## src/rtl/vxe_fetch2w.sv

```systemverilog
`default_nettype none
// ============================================================================
// Module      : vxe_fetch2w
// Description : Word-granular fetch engine over a 64-bit (doubleword) memory
//               port. Issues ordered reads and packs responses into a
//               2-word-wide FIFO with per-word write masks.
// Revision    : 1.0  initial release
// ============================================================================
module vxe_fetch2w #(
    parameter int AW     = 32,
    parameter int CW     = 16,
    parameter int MAXOUT = 4
) (
    input  logic          clk,
    input  logic          rst,
    input  logic          cmd_vld,
    output logic          cmd_rdy,
    input  logic [AW-1:0] cmd_addr,
    input  logic [CW-1:0] cmd_len,
    output logic          rq_vld,
    input  logic          rq_rdy,
    output logic [AW-2:0] rq_addr,
    input  logic          rs_vld,
    output logic          rs_rdy,
    input  logic [63:0]   rs_data,
    output logic [63:0]   fifo_data,
    output logic [1:0]    fifo_wr,
    input  logic          fifo_in_rdy,
    output logic          busy,
    output logic          done
);

    localparam int c_OW = $clog2(MAXOUT + 1);

    typedef enum logic [1:0] {
        S_IDLE = 2'd0,
        S_RUN  = 2'd1,
        S_DONE = 2'd2
    } state_t;

    state_t          r_state;
    state_t          w_state_nxt;
    logic [AW-1:0]   r_addr;
    logic [CW-1:0]   r_beats;
    logic [CW-1:0]   r_issued;
    logic [CW-1:0]   r_rcvd;
    logic            r_last_odd;
    logic [c_OW-1:0] r_outst;

    logic            w_accept;
    logic            w_rq_hs;
    logic            w_rs_hs;
    logic            w_first;
    logic            w_last;
    logic [CW-1:0]   w_beats;

    // (addr[0] + len + 1) >> 1 rewritten so no carry bit is needed:
    // floor(len/2) plus one more beat when either end is odd.
    assign w_beats = {1'b0, cmd_len[CW-1:1]} + CW'(cmd_len[0] | cmd_addr[0]);

    assign w_accept = cmd_vld && cmd_rdy;
    assign w_rq_hs  = rq_vld && rq_rdy;
    assign w_rs_hs  = rs_vld && rs_rdy;
    assign w_first  = (r_rcvd == '0);
    assign w_last   = (r_rcvd == r_beats - CW'(1));

    always_comb begin
        w_state_nxt = r_state;
        cmd_rdy     = 1'b0;
        rq_vld      = 1'b0;
        rs_rdy      = 1'b0;
        fifo_wr     = 2'b00;
        busy        = 1'b0;
        done        = 1'b0;
        rq_addr     = r_addr[AW-1:1] + (AW-1)'(r_issued);
        fifo_data   = rs_data;

        case (r_state)
            S_IDLE: begin
                cmd_rdy = 1'b1;
                if (cmd_vld) begin
                    w_state_nxt = (cmd_len == '0) ? S_DONE : S_RUN;
                end
            end
            S_RUN: begin
                busy   = 1'b1;
                rq_vld = (r_issued != r_beats) && (r_outst < c_OW'(MAXOUT));
                rs_rdy = fifo_in_rdy;
                if (rs_vld && fifo_in_rdy) begin
                    // Partial words at either end of the range are masked off.
                    fifo_wr = {~(w_last && r_last_odd), ~(w_first && r_addr[0])};
                    if (w_last) begin
                        w_state_nxt = S_DONE;
                    end
                end
            end
            S_DONE: begin
                busy        = 1'b1;
                done        = 1'b1;
                w_state_nxt = S_IDLE;
            end
            default: begin
                w_state_nxt = S_IDLE;
            end
        endcase
    end

    always_ff @(posedge clk) begin
        if (rst) begin
            r_state    <= S_IDLE;
            r_addr     <= '0;
            r_beats    <= '0;
            r_issued   <= '0;
            r_rcvd     <= '0;
            r_last_odd <= 1'b0;
            r_outst    <= '0;
        end else begin
            r_state <= w_state_nxt;
            if (w_accept) begin
                r_addr     <= cmd_addr;
                r_beats    <= w_beats;
                r_last_odd <= cmd_addr[0] ^ cmd_len[0];
                r_issued   <= '0;
                r_rcvd     <= '0;
                r_outst    <= '0;
            end else begin
                if (w_rq_hs) begin
                    r_issued <= r_issued + CW'(1);
                end
                if (w_rs_hs) begin
                    r_rcvd <= r_rcvd + CW'(1);
                end
                if (w_rq_hs && !w_rs_hs) begin
                    r_outst <= r_outst + c_OW'(1);
                end else if (!w_rq_hs && w_rs_hs) begin
                    r_outst <= r_outst - c_OW'(1);
                end
            end
        end
    end

endmodule
`default_nettype wire

```

## config.mk

```make
export PLATFORM = sky130hd
export DESIGN_NAME = vxe_fetch2w
export DESIGN_NICKNAME = d
export VERILOG_FILES = /design/src/rtl/vxe_fetch2w.sv
export SDC_FILE = /design/constraint.sdc
export NUM_CORES = 1
export LEC_CHECK = 0
export ABC_AREA = 1
export ABC_CLOCK_PERIOD_IN_PS = 3240
export BUFFER_PORTS_ARGS = -buffer_cell sky130_fd_sc_hd__buf_2
export CORE_ASPECT_RATIO = 1.75
export CORE_MARGIN = 5
export CORE_UTILIZATION = 51
export DETAILED_ROUTE_END_ITERATION = 10
export PLACE_DENSITY = 0.81
export SLEW_MARGIN = 0
export SYNTH_ARGS = -nofsm -noshare
export SYNTH_HDL_FRONTEND = slang
export SYNTH_SLANG_ARGS = --single-unit
```

## constraint.sdc

```tcl
create_clock -name clk -period 3.24 [get_ports clk]
set_input_delay 0.648 -clock clk [delete_from_list [all_inputs] [get_ports clk]]
set_output_delay 0.648 -clock clk [all_outputs]
set_load 0.05 [all_outputs]
```

==> metrics <==
outcome finished, final reports clean; Core Util, Final 58.4%; Total Power 3.50 mW; fin nets 1090; Layout Skew 0.00410 ns; vias in the first global route 5777; crit path max fanout 7; Tot GR Track Use 23.8%; Distinct cells, synth 49; Critical Path Sink Type output port; CTS Hold Bufs 0; CTS clock-pin slew for the worst setup and hold paths 0.06 ns; largest net degree at the start of global routing 41; row cnt 53; r2r endpoint r_outst[2]$_SDFFE_PP0P_; share of the synthesized area in the top cell type 27.7%; Num CTS Buffers 9; number of remaining DRC errors 0; capture point of the worst path rq_addr[28]; Iteration-0 DRC Markers 271; Die Ht 156 µm; Reg2Reg Launch Point r_beats[11]$_SDFFE_PP0P_; clk_lat worst skew 0.34 ns; Slew HR 53.2%; worst path bufs/invs 3; Sink Count 86; LEAKAGE 3.26 nW; # Max-Cap Violations 0; Most used DFF post-synth dfxtp_1; clock root cell clkbuf_16; critical-path cell list ha_4 > inv_2 > fa_2 > o21ai_4 > a21oi_2 > o21ai_2 > inv_2 > o21ai_4 > nand4_1 > xor2_2 > buf_6; count leader, synth nand2_1; ratio of cells with drive above 1 in the final layout 18.5%; Period minus WS final 3.22 ns; Reg2Reg Depth 15; fin crit share 99.3%; final worst slack 0.0213 ns; Hold Path Class flip-flop to flip-flop; worst path required time 2.59 ns; Synth area leader dfxtp_1; Antenna Nets Post-Route 0; GRT overflow 0; synthesis-to-layout area growth 12.7%; post-synthesis sequential area ratio 27.7%; final setup fails 0; CP max stage delay 0.38 ns; RSZ-0062 raised after global routing true; Worst VDD drop 0.316 mV; CP startpoint r_issued[0]$_SDFFE_PP0P_; first-pass GRT wire length 27100 µm; TritonCTS clock tree done; worst setup path category flip-flop to output port; Port Buf Inserts 91; flop-to-flop setup slack 0.61 ns; commonest cells in the netlist nand2_1 (185), inv_1 (125), dfxtp_1 (86); Hold Violations, Final 0; Synth area leaders dfxtp_1 (28%), nand2_1 (11%), buf_4 (7.7%); initial core utilization 51.9%; H-tree depth 3; CP arrival 2.57 ns; Post-synth EDFFs 0; # IOs 220; synthesized area 6220 µm²; setup TNS 0 ns; WP depth 11; Total Wirelength 17600 µm; Max Slew Vio Count 0; Core ar. 12000 µm²; Least-Margin Pin Slew 0.696 ns; slowest stage cell, crit path fa_2; YS warnings 0; Fmax 311 MHz; DRT Pass-1 Iters 5; Startpoint Class flip-flop; Final Wtd Congestion 0.936; syn_nets 1050; PwrDens 499 nW/µm²; DIE WIDTH 93.5 µm; Worst Hold Slack 0.466 ns; Top delay family on crit path compound AO/OA/AOI/OAI gates; Async S/R FF share, synth 0%; Final HPWL DP 13800 µm; Via Count 5907; pre-CTS WS 0.0386 ns; DR vias/cell 5.31; Synth Area per Inst 6.89 µm²; Cells after Synth 903; n_diodes 0; worst-case clock buffer depth 2; die area 14600 µm²; register bit total from synthesis 86; initial antenna violation count 0; Routed WL per cell 15.8 µm
## placed cells by master, fill, tap and decap left out, drive strengths merged, types with 3 or more instances in the layout
master  count
inv       129
dfxtp      86
clkbuf     16
nand2     188
nor2       83
a21boi      3
o21ai      54
buf       102
a21oi      47
clkinv      3
nand3      42
xnor2      21
bufinv      3
nor3       23
a22o       16
o22ai       4
o32ai       4
ha         27
nand4      18
xor2       42
nand3b      7
nor4        9
## repair_timing
item / in CTS / in global routing
endpoints found under the setup margin: 19 / 21
resized for setup: 24 / 19
setup buffers: 5 / 2
pin swaps: 8 / 6
endpoints found under the hold margin: 0 / 0
## worst reg2reg max path: stages (launching register included)
cell     delay (ns)
dfxtp_1        0.49
inv_1          0.14
nor2_1         0.10
nor3_1         0.06
nand3_1        0.06
nor2_1         0.07
nand2_1        0.12
nand3_2        0.10
inv_2          0.26
ha_1           0.20
inv_1          0.06
fa_1           0.38
a21oi_1        0.15
o21ai_0        0.12
o21ai_0        0.16
a21oi_1        0.05
## cell families after synthesis
logic type / after synthesis / synth area share, %
adder cells (fa/ha/maj): 29 / 6.07
XOR/XNOR: 63 / 8.86
flip-flops: 86 / 27.7
AO/OA/AOI/OAI: 143 / 13.7
AND/OR/NAND/NOR: 374 / 27.3
buffers and inverters: 208 / 16.5
## cell type report
class / instances / area [µm²]
flip-flops and latches: 86 / 1720
multi-input cells: 609 / 3600
fillers: 1075 / 4990
inverters: 129 / 484
clock inverters: 6 / 109
well taps: 165 / 206
repair buffers: 108 / 648
clock buffers: 10 / 239
## routing by layer
metal / track usage [%] / part of all wire (%) / routed length (µm)
met1: 21.7 / 33 / 5840
met2: 44.4 / 53 / 9310
met3: 3.23 / 5.2 / 922
met4: 21.2 / 8.8 / 1550
met5: 0 / 0 / 0
## metrics by stage
| stage | std cells | area [µm²] |
|---|---|---|
| after floorplan | 903 | 6270 |
| after global placement | 1090 | 6470 |
| after detailed placement | 1090 | 6470 |
| after CTS | 1111 | 6930 |
| after global routing | 1113 | 7020 |
| final | 1113 | 7020 |
## where the power goes
part           internal [mW]  total [mW]  switching (mW)  leakage (nW)
Clock                  0.773        1.21           0.433         0.172
Sequential              1.14        1.22          0.0796         0.702
Combinational          0.341        1.07           0.730          2.39
## sequential cells by signal, summed over array words and instances (netlist names)
register,count
r_addr,32
r_beats,16
r_issued,16
r_rcvd,16
r_outst,3
r_state,2
r_last_odd,1
## worst min path at each step
stage / from / depth (start not counted) / to
6_report: r_outst[2]$_SDFFE_PP0P_ / 2 / r_outst[2]$_SDFFE_PP0P_
4_1_cts: r_outst[2]$_SDFFE_PP0P_ / 2 / r_outst[2]$_SDFFE_PP0P_
3_5_place_dp: r_outst[2]$_SDFFE_PP0P_ / 2 / r_outst[2]$_SDFFE_PP0P_
2_1_floorplan: r_addr[0]$_SDFFE_PP0P_ / 2 / r_addr[0]$_SDFFE_PP0P_
3_3_place_gp: r_outst[2]$_SDFFE_PP0P_ / 2 / r_outst[2]$_SDFFE_PP0P_
5_1_grt: r_outst[2]$_SDFFE_PP0P_ / 2 / r_outst[2]$_SDFFE_PP0P_
Power figures use the tool's default switching activity.
